==> config.mk <==
export PLATFORM = sky130hd
export DESIGN_NAME = ddr_tx_flat
export DESIGN_NICKNAME = d
export VERILOG_FILES = /design/src/rtl/ddr_tx_if.sv /design/src/rtl/ddr_tx.sv /design/src/flat_wrapper.sv
export SDC_FILE = /design/constraint.sdc
export NUM_CORES = 1
export LEC_CHECK = 0
export CAP_MARGIN = 0
export CORE_MARGIN = 1.5
export CORE_UTILIZATION = 55
export CTS_BUF_LIST = sky130_fd_sc_hd__clkbuf_8
export DETAILED_ROUTE_END_ITERATION = 10
export DONT_BUFFER_PORTS = 1
export PLACE_DENSITY = 0.72
export SLEW_MARGIN = 20
export SYNTH_ARGS = -nofsm -noshare
export SYNTH_HDL_FRONTEND = slang
export SYNTH_SLANG_ARGS = --single-unit
==> constraint.sdc <==
create_clock -name i_sys_clk -period 3.8 [get_ports i_sys_clk]
set_clock_uncertainty 0.15 [all_clocks]
set_input_delay 0.57 -clock i_sys_clk [delete_from_list [all_inputs] [get_ports i_sys_clk]]
set_output_delay 0.57 -clock i_sys_clk [all_outputs]
set_load 0.01 [all_outputs]
==> src/rtl/ddr_tx_if.sv <==
// ddr_tx_if: bundles the DDR-CCC, SCL-generator, register-file, CRC and SDA-handler
// signals of the HDR-DDR serializer.
//   slave  : serializer side (ddr_tx)
//   master : the surrounding logic / testbench driving the serializer
interface ddr_tx_if #(
    parameter int unsigned DATA_W = 8
);
    logic              i_sclgen_scl_pos_edge;
    logic              i_sclgen_scl_neg_edge;
    logic              i_ddrccc_tx_en;
    logic [3:0]        i_ddrccc_tx_mode;
    logic [DATA_W-1:0] i_regf_tx_parallel_data;
    logic [4:0]        i_crc_value;
    logic              i_crc_valid;
    logic              o_sdahnd_tx_sda;
    logic              o_ddrccc_tx_mode_done;
    logic              o_crc_en;
    logic              o_crc_data_valid;
    logic [DATA_W-1:0] o_crc_parallel_data;

    modport slave (
        input  i_sclgen_scl_pos_edge,
        input  i_sclgen_scl_neg_edge,
        input  i_ddrccc_tx_en,
        input  i_ddrccc_tx_mode,
        input  i_regf_tx_parallel_data,
        input  i_crc_value,
        input  i_crc_valid,
        output o_sdahnd_tx_sda,
        output o_ddrccc_tx_mode_done,
        output o_crc_en,
        output o_crc_data_valid,
        output o_crc_parallel_data
    );

    modport master (
        output i_sclgen_scl_pos_edge,
        output i_sclgen_scl_neg_edge,
        output i_ddrccc_tx_en,
        output i_ddrccc_tx_mode,
        output i_regf_tx_parallel_data,
        output i_crc_value,
        output i_crc_valid,
        input  o_sdahnd_tx_sda,
        input  o_ddrccc_tx_mode_done,
        input  o_crc_en,
        input  o_crc_data_valid,
        input  o_crc_parallel_data
    );
endinterface

==> src/rtl/ddr_tx.sv <==
// ddr_tx: HDR-DDR serializer. Launches one SDA bit per SCL edge (rising or falling)
// for preamble, data byte, parity pair, CRC token and CRC-5 fields, feeds sent
// bytes to the CRC block and reports field completion to the DDR-CCC FSM.
// Ports:
//   i_sys_clk  : system clock, all logic on its rising edge
//   i_sys_rst  : synchronous active-high reset
//   bus        : ddr_tx_if.slave (SCL edge pulses, field control, byte in,
//                CRC value in, SDA out, done pulse, CRC feed out)
module ddr_tx #(
    parameter int unsigned DATA_W = 8,
    parameter logic [3:0]  TOKEN  = 4'b1100
) (
    input logic     i_sys_clk,
    input logic     i_sys_rst,
    ddr_tx_if.slave bus
);

    localparam int unsigned CNT_W  = $clog2(DATA_W + 1);
    localparam int unsigned HIST_W = 2 * DATA_W;

    localparam logic [3:0] M_PRE_ZERO = 4'b0000;
    localparam logic [3:0] M_PRE_ONE  = 4'b0001;
    localparam logic [3:0] M_BYTE     = 4'b0011;
    localparam logic [3:0] M_TOKEN    = 4'b0101;
    localparam logic [3:0] M_PARITY   = 4'b0110;
    localparam logic [3:0] M_CRC      = 4'b0111;

    typedef enum logic [1:0] {
        IDLE     = 2'd0,
        SHIFT    = 2'd1,
        CRC_WAIT = 2'd2
    } state_e;

    state_e              state_q, state_n;
    logic [3:0]          mode_q, mode_n;
    logic [DATA_W-1:0]   data_q, data_n;
    logic [DATA_W-1:0]   sh_q, sh_n;
    logic [CNT_W-1:0]    cnt_q, cnt_n;
    logic [HIST_W-1:0]   hist_q, hist_n;
    logic                sda_q, sda_n;
    logic                done_q, done_n;
    logic                crc_en_q, crc_en_n;
    logic                crc_dv_q, crc_dv_n;
    logic [DATA_W-1:0]   crc_data_q, crc_data_n;

    logic scl_edge;
    logic en;
    logic pa1;
    logic pa0;

    // Coincident pos/neg pulses collapse into a single edge
    assign scl_edge = bus.i_sclgen_scl_pos_edge | bus.i_sclgen_scl_neg_edge;
    assign en       = bus.i_ddrccc_tx_en;

    // Parity over the two-byte history: odd bit positions, and even positions inverted
    assign pa1 = ^(hist_q & {DATA_W{2'b10}});
    assign pa0 = ~^(hist_q & {DATA_W{2'b01}});

    // State and output registers
    always_ff @(posedge i_sys_clk) begin
        if (i_sys_rst) begin
            state_q    <= IDLE;
            mode_q     <= 4'd0;
            data_q     <= '0;
            sh_q       <= '0;
            cnt_q      <= '0;
            hist_q     <= '0;
            sda_q      <= 1'b1;
            done_q     <= 1'b0;
            crc_en_q   <= 1'b0;
            crc_dv_q   <= 1'b0;
            crc_data_q <= '0;
        end else begin
            state_q    <= state_n;
            mode_q     <= mode_n;
            data_q     <= data_n;
            sh_q       <= sh_n;
            cnt_q      <= cnt_n;
            hist_q     <= hist_n;
            sda_q      <= sda_n;
            done_q     <= done_n;
            crc_en_q   <= crc_en_n;
            crc_dv_q   <= crc_dv_n;
            crc_data_q <= crc_data_n;
        end
    end

    // Next-state and next-output logic
    always_comb begin
        state_n    = state_q;
        mode_n     = mode_q;
        data_n     = data_q;
        sh_n       = sh_q;
        cnt_n      = cnt_q;
        hist_n     = hist_q;
        sda_n      = sda_q;
        done_n     = 1'b0;
        crc_en_n   = crc_en_q;
        crc_dv_n   = 1'b0;
        crc_data_n = crc_data_q;

        unique case (state_q)
            IDLE: begin
                if (scl_edge && en) begin
                    mode_n = bus.i_ddrccc_tx_mode;
                    data_n = bus.i_regf_tx_parallel_data;
                    case (bus.i_ddrccc_tx_mode)
                        M_PRE_ZERO: begin
                            sda_n  = 1'b0;
                            done_n = 1'b1;
                        end
                        M_PRE_ONE: begin
                            sda_n  = 1'b1;
                            done_n = 1'b1;
                        end
                        M_BYTE: begin
                            sda_n    = bus.i_regf_tx_parallel_data[DATA_W-1];
                            sh_n     = {bus.i_regf_tx_parallel_data[DATA_W-2:0], 1'b0};
                            cnt_n    = CNT_W'(DATA_W - 1);
                            hist_n   = {hist_q[DATA_W-1:0], bus.i_regf_tx_parallel_data};
                            crc_en_n = 1'b1;
                            state_n  = SHIFT;
                        end
                        M_TOKEN: begin
                            sda_n   = TOKEN[3];
                            sh_n    = {TOKEN[2:0], {(DATA_W-3){1'b0}}};
                            cnt_n   = CNT_W'(3);
                            state_n = SHIFT;
                        end
                        M_PARITY: begin
                            sda_n   = pa1;
                            sh_n    = {pa0, {(DATA_W-1){1'b0}}};
                            cnt_n   = CNT_W'(1);
                            state_n = SHIFT;
                        end
                        M_CRC: begin
                            if (bus.i_crc_valid) begin
                                sda_n   = bus.i_crc_value[4];
                                sh_n    = {bus.i_crc_value[3:0], {(DATA_W-4){1'b0}}};
                                cnt_n   = CNT_W'(4);
                                state_n = SHIFT;
                            end else begin
                                state_n = CRC_WAIT;
                            end
                        end
                        default: ;
                    endcase
                end
            end

            SHIFT: begin
                if (!en) begin
                    // Abort: drop the field silently, SDA keeps its last bit
                    state_n = IDLE;
                    cnt_n   = '0;
                end else if (scl_edge) begin
                    sda_n = sh_q[DATA_W-1];
                    sh_n  = {sh_q[DATA_W-2:0], 1'b0};
                    cnt_n = cnt_q - CNT_W'(1);
                    if (cnt_q == CNT_W'(1)) begin
                        state_n = IDLE;
                        done_n  = 1'b1;
                        if (mode_q == M_BYTE) begin
                            crc_dv_n   = 1'b1;
                            crc_data_n = data_q;
                        end
                        if (mode_q == M_PARITY) begin
                            hist_n = '0;
                        end
                        if (mode_q == M_CRC) begin
                            crc_en_n = 1'b0;
                        end
                    end
                end
            end

            CRC_WAIT: begin
                if (!en) begin
                    state_n = IDLE;
                    cnt_n   = '0;
                end else if (scl_edge && bus.i_crc_valid) begin
                    sda_n   = bus.i_crc_value[4];
                    sh_n    = {bus.i_crc_value[3:0], {(DATA_W-4){1'b0}}};
                    cnt_n   = CNT_W'(4);
                    state_n = SHIFT;
                end
            end

            default: begin
                state_n = IDLE;
            end
        endcase
    end

    assign bus.o_sdahnd_tx_sda       = sda_q;
    assign bus.o_ddrccc_tx_mode_done = done_q;
    assign bus.o_crc_en              = crc_en_q;
    assign bus.o_crc_data_valid      = crc_dv_q;
    assign bus.o_crc_parallel_data   = crc_data_q;

endmodule
==> src/flat_wrapper.sv <==
// flat-port wrapper written by rule: the top's interface ports become plain ports
module ddr_tx_flat 
#(
    parameter int unsigned DATA_W = 8,
    parameter logic [3:0]  TOKEN  = 4'b1100
)
  (i_sys_clk, i_sys_rst, bus_i_sclgen_scl_pos_edge, bus_i_sclgen_scl_neg_edge, bus_i_ddrccc_tx_en, bus_i_ddrccc_tx_mode, bus_i_regf_tx_parallel_data, bus_i_crc_value, bus_i_crc_valid, bus_o_sdahnd_tx_sda, bus_o_ddrccc_tx_mode_done, bus_o_crc_en, bus_o_crc_data_valid, bus_o_crc_parallel_data);
  ddr_tx_if #(.DATA_W(DATA_W)) bus_i ();
  input logic i_sys_clk;
  input logic i_sys_rst;
  input wire logic [$bits(bus_i.i_sclgen_scl_pos_edge)-1:0] bus_i_sclgen_scl_pos_edge;
  input wire logic [$bits(bus_i.i_sclgen_scl_neg_edge)-1:0] bus_i_sclgen_scl_neg_edge;
  input wire logic [$bits(bus_i.i_ddrccc_tx_en)-1:0] bus_i_ddrccc_tx_en;
  input wire logic [$bits(bus_i.i_ddrccc_tx_mode)-1:0] bus_i_ddrccc_tx_mode;
  input wire logic [$bits(bus_i.i_regf_tx_parallel_data)-1:0] bus_i_regf_tx_parallel_data;
  input wire logic [$bits(bus_i.i_crc_value)-1:0] bus_i_crc_value;
  input wire logic [$bits(bus_i.i_crc_valid)-1:0] bus_i_crc_valid;
  output wire logic [$bits(bus_i.o_sdahnd_tx_sda)-1:0] bus_o_sdahnd_tx_sda;
  output wire logic [$bits(bus_i.o_ddrccc_tx_mode_done)-1:0] bus_o_ddrccc_tx_mode_done;
  output wire logic [$bits(bus_i.o_crc_en)-1:0] bus_o_crc_en;
  output wire logic [$bits(bus_i.o_crc_data_valid)-1:0] bus_o_crc_data_valid;
  output wire logic [$bits(bus_i.o_crc_parallel_data)-1:0] bus_o_crc_parallel_data;
  assign bus_i.i_sclgen_scl_pos_edge = bus_i_sclgen_scl_pos_edge;
  assign bus_i.i_sclgen_scl_neg_edge = bus_i_sclgen_scl_neg_edge;
  assign bus_i.i_ddrccc_tx_en = bus_i_ddrccc_tx_en;
  assign bus_i.i_ddrccc_tx_mode = bus_i_ddrccc_tx_mode;
  assign bus_i.i_regf_tx_parallel_data = bus_i_regf_tx_parallel_data;
  assign bus_i.i_crc_value = bus_i_crc_value;
  assign bus_i.i_crc_valid = bus_i_crc_valid;
  assign bus_o_sdahnd_tx_sda = bus_i.o_sdahnd_tx_sda;
  assign bus_o_ddrccc_tx_mode_done = bus_i.o_ddrccc_tx_mode_done;
  assign bus_o_crc_en = bus_i.o_crc_en;
  assign bus_o_crc_data_valid = bus_i.o_crc_data_valid;
  assign bus_o_crc_parallel_data = bus_i.o_crc_parallel_data;
  ddr_tx #(.DATA_W(DATA_W), .TOKEN(TOKEN)) u_core (.i_sys_clk(i_sys_clk), .i_sys_rst(i_sys_rst), .bus(bus_i));
endmodule
==> results.json, run 1 <==
{
  "leakage_nw": 0.921,
  "p_int_mw": 0.777,
  "grt_overflow": 0,
  "hpwl_mm": 3.99,
  "dp_slack_ps": 1020,
  "syn_to_final_growth_pct": 1.24,
  "syn_area_um2": 2630,
  "gp_congestion": 0.830,
  "cts_max_level": 2,
  "final_layout_size_suffix_gt1_share_pct": 5.94,
  "hold_viol": 0,
  "worstHoldPathCells": 1,
  "synth-edff-count": 0,
  "die_area_um2": 5210,
  "fmax_mhz": 353,
  "hold_buffers": 0,
  "worstPathArrival_ps": 2930,
  "synth_area_leaders": "dfxtp_1, nor2_1, a22oi_1",
  "clock_path_buffers": 2,
  "regArea_um2": 1060,
  "peakVddDrop_mv": 0.203,
  "routedWlPerCell_um": 16.8,
  "hold_path_class": "input port to flop",
  "rows": 24,
  "swShare_pct": 28.7,
  "multi_input_area_um2": 1410,
  "netSwitchingPower_mw": 0.313,
  "r2r-start": "u_core.state_q[0]$_SDFFE_PP0P_",
  "die_y_um": 72.2,
  "critPathKind": "flop to flop",
  "cpPeakStageDelay_ps": 880,
  "synth_mux_area_share_pct": 5.76,
  "nFillCells": 399,
  "final-setup-viol-count": 0,
  "synth_top_area_share_pct": 40.3,
  "grt_max_degree": 54,
  "synth-simple-area-share_pct": 18.8,
  "drtAntennaViolNets": 0,
  "gr-usage-met1_pct": 31.0,
  "syn_inst": 301,
  "maxCapViolCount": 0,
  "synthXorXnorAreaFrac_pct": 5.66,
  "worst_ep_required_time_ps": 3900,
  "grt_pass1_wl_mm": 9.00,
  "cp_max_fo": 17,
  "period_needed_ps": 2830,
  "io_pins": 35,
  "synth.avg_cell_area_um2": 8.74,
  "seqPwrFrac_pct": 55.0,
  "status": "finished clean",
  "fin_crit_sh_pct": 74.5,
  "drtIter0Drc": 108,
  "synth_compound_area_share_pct": 20.5,
  "cts_resized": 0,
  "post_cts_buffers": 0,
  "start_util_pct": 58.8,
  "vias": 2076,
  "grt.busiest_layer": "met2",
  "ys_seq_elements": 53,
  "holdPathEnd": "u_core.bus.o_crc_en$_SDFFE_PP0P_",
  "fin_nets": 314,
  "synth.distinct_cells": 50,
  "yosys_warnings": 0,
  "cts_buffers": 5,
  "yosysTopAreaCell": "dfxtp_1",
  "cts-root-buf": "clkbuf_8",
  "hold_start": "i_sys_rst",
  "gr-usage-met2_pct": 32.8,
  "seq_area_frac_synth_pct": 40.3,
  "worstPathBufferInverterCount": 1,
  "worst_r2r_endpoint": "u_core.hist_q[15]$_SDFFE_PP0P_",
  "vias_per_cell": 6.14,
  "crit_family": "simple AND/OR/NAND/NOR gates",
  "slew_headroom_pct": 33.8,
  "r2r_setup_slack_ps": 970,
  "core_area_um2": 4470,
  "synth.net_count": 330,
  "path_cells": "inv_1 > ha_1 > nand2_2 > nor3b_2 > a22oi_1 > nor2_1",
  "die_x_um": 72.2,
  "io_buffer_count": 0,
  "clk-insertion-delay-late_ps": 310,
  "clockPowerShare_pct": 30.6,
  "diodes": 0,
  "worst_pin_slew_ps": 989,
  "end_kind": "flop",
  "antenna_found_initial": 0,
  "grt_usage_pct": 22.2,
  "cts_tree": "done",
  "rsz0062_at_grt": "no",
  "drv_slew": 0,
  "drtPass1Iterations": 4,
  "grt_pass1_vias": 1859,
  "slowest_stage": "nor3b_2",
  "start_kind": "flop",
  "synth_top_family_by_area": "compound AO/OA/AOI/OAI gates",
  "power_density_nw_per_um2": 409,
  "async_flop_share_pct": 0,
  "clkTransAtPathRegs_ps": 100,
  "routed_wl_mm": 5.69,
  "rr_worst_depth": 6,
  "synth_ff_type": "dfxtp_1",
  "combinationalPowerShare_pct": 14.4,
  "cts.sinks": 53,
  "fin_ws_ps": 967,
  "grtUsageMet3_pct": 5.28,
  "fin_tns_setup_ps": 0,
  "synth_fa_ha_area_share_pct": 2.85,
  "drc": 0
}
==> layout by cell type (no fill, tap or decap), drive strengths merged, types with 2 or more instances in the layout <==
cell / count
o22ai: 4
nand2: 16
mux2i: 14
nor2: 48
or3: 2
or4: 2
a21oi: 25
nand2b: 2
o21ai: 5
xnor2: 13
ha: 6
nand3: 15
a211oi: 11
inv: 10
nor3: 3
a22oi: 19
o211ai: 2
xor2: 4
a31oi: 3
clkbuf: 5
dfxtp: 53
nor3b: 3
==> cells by family after synthesis <==
group,count (synthesis)
AND/OR/NAND/NOR,99
AO/OA/AOI/OAI,79
adder cells (fa/ha/maj),6
flip-flops,53
XOR/XNOR,17
buffers and inverters,32
multiplexers,15
==> how the worst max path moves through the flow <==
stage	startpoint	to	slack [ps]	cells after the start
2_1_floorplan	bus_i_ddrccc_tx_mode[1]	u_core.cnt_q[3]$_SDFFE_PP0P_	1610	7
6_report	u_core.state_q[0]$_SDFFE_PP0P_	u_core.hist_q[15]$_SDFFE_PP0P_	970	6
3_5_place_dp	u_core.state_q[0]$_SDFFE_PP0P_	u_core.hist_q[5]$_SDFFE_PP0P_	1020	6
5_1_grt	u_core.state_q[0]$_SDFFE_PP0P_	u_core.hist_q[4]$_SDFFE_PP0P_	690	6
3_3_place_gp	u_core.state_q[0]$_SDFFE_PP0P_	u_core.hist_q[13]$_SDFFE_PP0P_	1140	6
4_1_cts	u_core.state_q[0]$_SDFFE_PP0P_	u_core.hist_q[15]$_SDFFE_PP0P_	990	6
==> synthesized netlist by cell type, types with 2 or more instances <==
cell type and number:
mux2i_1 14, o21ai_0 5, nor2_1 48, a22oi_1 19, a21oi_1 25, buf_4 3
a31oi_1 2, o211ai_1 2, buf_2 5, xnor2_1 13, dfxtp_1 53, nand2_1 15
or3_1 2, a211oi_1 11, xor2_1 4, nand3_1 14, clkbuf_1 11, or4_1 2
inv_1 9, buf_6 3, nor3b_1 2, o22ai_1 4, ha_1 6, nand2b_1 2
nor3_1 2
==> layout make-up <==
| cell class | instances | area share, % |
|---|---|---|
| Sequential cell | 53 | 39.8 |
| Multi-Input combinational cell | 216 | 52.9 |
| Clock inverter | 3 | 0.940 |
| Clock buffer | 5 | 2.58 |
| Tap cell | 52 | 2.44 |
| Inverter | 9 | 1.27 |
==> metrics by stage <==
stage / hold slack (ps) / util [%] / power (mW) / instances / area (µm²)
final: 166 / 59.5 / 1.09 / 338 / 2660
after global routing: 155 / 59.5 / 1.14 / 338 / 2660
after CTS: 162 / 59.5 / 1.09 / 338 / 2660
after detailed placement: 300 / 57.4 / 0.767 / 330 / 2570
after global placement: 298 / 57.4 / 0.763 / 330 / 2570
after floorplan: 286 / - / 0.756 / 301 / 2630
==> registers in the layout, indices dropped and copies added, names as in the netlist, 2 cells and up <==
name / count
u_core.state_q: 2
u_core.sh_q: 7
u_core.hist_q: 16
u_core.bus.o_crc_parallel_data: 8
u_core.data_q: 8
u_core.mode_q: 4
u_core.cnt_q: 4
==> routing by layer <==
layer  wire length, µm  vias to the layer above
met5                 0                        -
met4               141                        0
met3               238                       10
met2              2500                       41
met1              2800                      984
li1                  -                     1041
==> power groups by stage <==
| stage | clock [mW] | combinational (mW) | sequential, mW |
|---|---|---|---|
| after CTS | 0.339 | 0.156 | 0.599 |
| after floorplan | 0 | 0.150 | 0.607 |
| after detailed placement | 0 | 0.155 | 0.612 |
| after global routing | 0.362 | 0.173 | 0.602 |
| final | 0.334 | 0.157 | 0.599 |
| after global placement | 0 | 0.153 | 0.611 |
No activity file was read; power rests on OpenSTA's default activity.
==> run 2: changes to the inputs <==
Settings changed: PLACE_DENSITY 0.72 to 0.75.
Clock period 3.8 ns to 2.5 ns, I/O delays scaled along.
==> run 2 against run 1 <==
Compared with the run above: via count increased by 1.2%; first-iteration DRC count increased by 59%; global-route usage increased by 1.1 points; register-to-register slack got worse by 680 ps; clock power increased by 78%; non-clock buffer count increased by 10; combinational power increased by 71%.
==> results.json, run 2 (synthesized netlist as in run 1, its figures left out) <==
{
  "seqPwrFrac_pct": 51.4,
  "grt_usage_pct": 23.3,
  "combinationalPowerShare_pct": 15.1,
  "drc": 0,
  "hold_buffers": 1,
  "power_density_nw_per_um2": 640,
  "worstHoldPathCells": 2,
  "start_util_pct": 58.8,
  "vias": 2100,
  "rr_worst_depth": 8,
  "cts_buffers": 5,
  "post_cts_buffers": 0,
  "grt_max_degree": 53,
  "largest-register": "u_core.hist_q",
  "worst_ep_required_time_ps": 2590,
  "rsz0062_at_grt": "no",
  "cts_tree": "done",
  "swShare_pct": 27.0,
  "grt_overflow": 0,
  "nFillCells": 386,
  "path_cells": "inv_1 > ha_1 > buf_4 > nor2_1 > a2bb2oi_1 > and3_1 > nor2_1 > a311oi_1",
  "hold_path_class": "input port to flop",
  "vias_per_cell": 6.03,
  "worstPathArrival_ps": 2300,
  "start_kind": "flop",
  "final-setup-viol-count": 0,
  "period_needed_ps": 2220,
  "crit_path_frequent_cell": "nor2_1",
  "fin_tns_setup_ps": 0,
  "cts-root-buf": "clkbuf_8",
  "antenna_found_initial": 0,
  "hold_viol": 0,
  "worst_pin_slew_ps": 502,
  "grt_pass1_vias": 1921,
  "cts.sinks": 53,
  "slowest_stage": "and3_1",
  "cp_max_fo": 16,
  "fmax_mhz": 451,
  "cts_max_level": 2,
  "grt_pass1_wl_mm": 9.43,
  "gp_congestion": 0.867,
  "fin_ws_ps": 284,
  "diodes": 0,
  "syn_to_final_growth_pct": 5.28,
  "hpwl_mm": 3.99,
  "mostFrequentLayoutCells": "dfxtp_1, nor2_1, a21oi_1",
  "netSwitchingPower_mw": 0.479,
  "io_pins": 35,
  "die_area_um2": 5210,
  "cpPeakStageDelay_ps": 460,
  "peakVddDrop_mv": 0.364,
  "fin_nets": 324,
  "slew_headroom_pct": 66.5,
  "end_kind": "flop",
  "cts_resized": 0,
  "maxCapViolCount": 0,
  "routedWlPerCell_um": 16.6,
  "clockPowerShare_pct": 33.5,
  "rows": 24,
  "die_x_um": 72.2,
  "io_buffer_count": 0,
  "layout_commonest_cell": "dfxtp_1",
  "drtPass1Iterations": 4,
  "clkTransAtPathRegs_ps": 100,
  "p_int_mw": 1.29,
  "critPathKind": "flop to flop",
  "drtIter0Drc": 172,
  "core_area_um2": 4470,
  "routed_wl_mm": 5.78,
  "drtAntennaViolNets": 0,
  "fin_crit_sh_pct": 88.6,
  "drv_slew": 0,
  "status": "finished clean",
  "clk-insertion-delay-late_ps": 310,
  "dp_slack_ps": 299,
  "leakage_nw": 0.989,
  "final_layout_size_suffix_gt1_share_pct": 9.12,
  "largest_register_ff_count": 16,
  "die_y_um": 72.2,
  "clock_path_buffers": 2
}
[run 2: changes by cell type in the layout (fill, tap and decap cells not counted)]
cell	delta
buf_12	+1
bufinv_16	+1
clkinvlp_4	-1
clkinv_4	-1
clkinv_2	+1
buf_4	+9
[run 2: layout make-up]
cell class	instances	area (µm²)	area share, %
multi-input combinational	216	1410	50.9
sequential	53	1060	38.3
timing repair buffer	10	87.6	3.16
clock buffer	5	68.8	2.49
tap	52	65.1	2.35
clock inverter	3	43.8	1.58
inverter	9	33.8	1.22
[run 2: through the flow]
stage          hold slack, ps  cells  total power, mW  util, %  cell area (µm²)
2_1_floorplan             286    301             1.15        -             2630
3_3_place_gp              287    339             1.17     58.9             2640
3_5_place_dp              294    339             1.18     58.9             2640
4_1_cts                  18.5    348             1.78     61.9             2770
5_1_grt                  22.9    348             1.85     61.9             2770
6_report                 24.8    348             1.77     61.9             2770
[run 2: final timing paths]
check                                 start                                      end  slack [ps]
min reg2reg   u_core.data_q[2]$_SDFFE_PP0P_            u_core.data_q[2]$_SDFFE_PP0P_         310
max reg2reg  u_core.state_q[1]$_SDFFE_PP0P_              u_core.sh_q[7]$_SDFFE_PP0P_         280
min                               i_sys_rst  u_core.bus.o_sdahnd_tx_sda$_SDFFE_PP1P_          20
max          u_core.state_q[1]$_SDFFE_PP0P_              u_core.sh_q[7]$_SDFFE_PP0P_         280
[run 2: power groups by stage]
stage	combinational, mW	sequential (mW)	clock, mW
after floorplan	0.228	0.922	0
after global placement	0.245	0.929	0
after detailed placement	0.249	0.929	0
after CTS	0.266	0.909	0.601
after global routing	0.299	0.915	0.637
final	0.268	0.910	0.594
[run 2: per-layer routing]
metal  global-route usage (%)  vias to the layer above  share of wire (%)
li1                         -                     1054                  -
met1                     33.0                      979                 47
met2                     34.6                       57                 45
met3                     6.25                       10                6.5
met4                     7.55                        0                1.5
met5                        0                        -                  0
[run 2: critical path, delay by kind of cell (launching register included)]
| kind | cells | cell delay [ps] |
|---|---|---|
| AO/OA/AOI/OAI | 2 | 440 |
| adder cells (fa/ha/maj) | 1 | 210 |
| buffers and inverters | 2 | 280 |
| flip-flops | 1 | 390 |
| AND/OR/NAND/NOR | 3 | 660 |
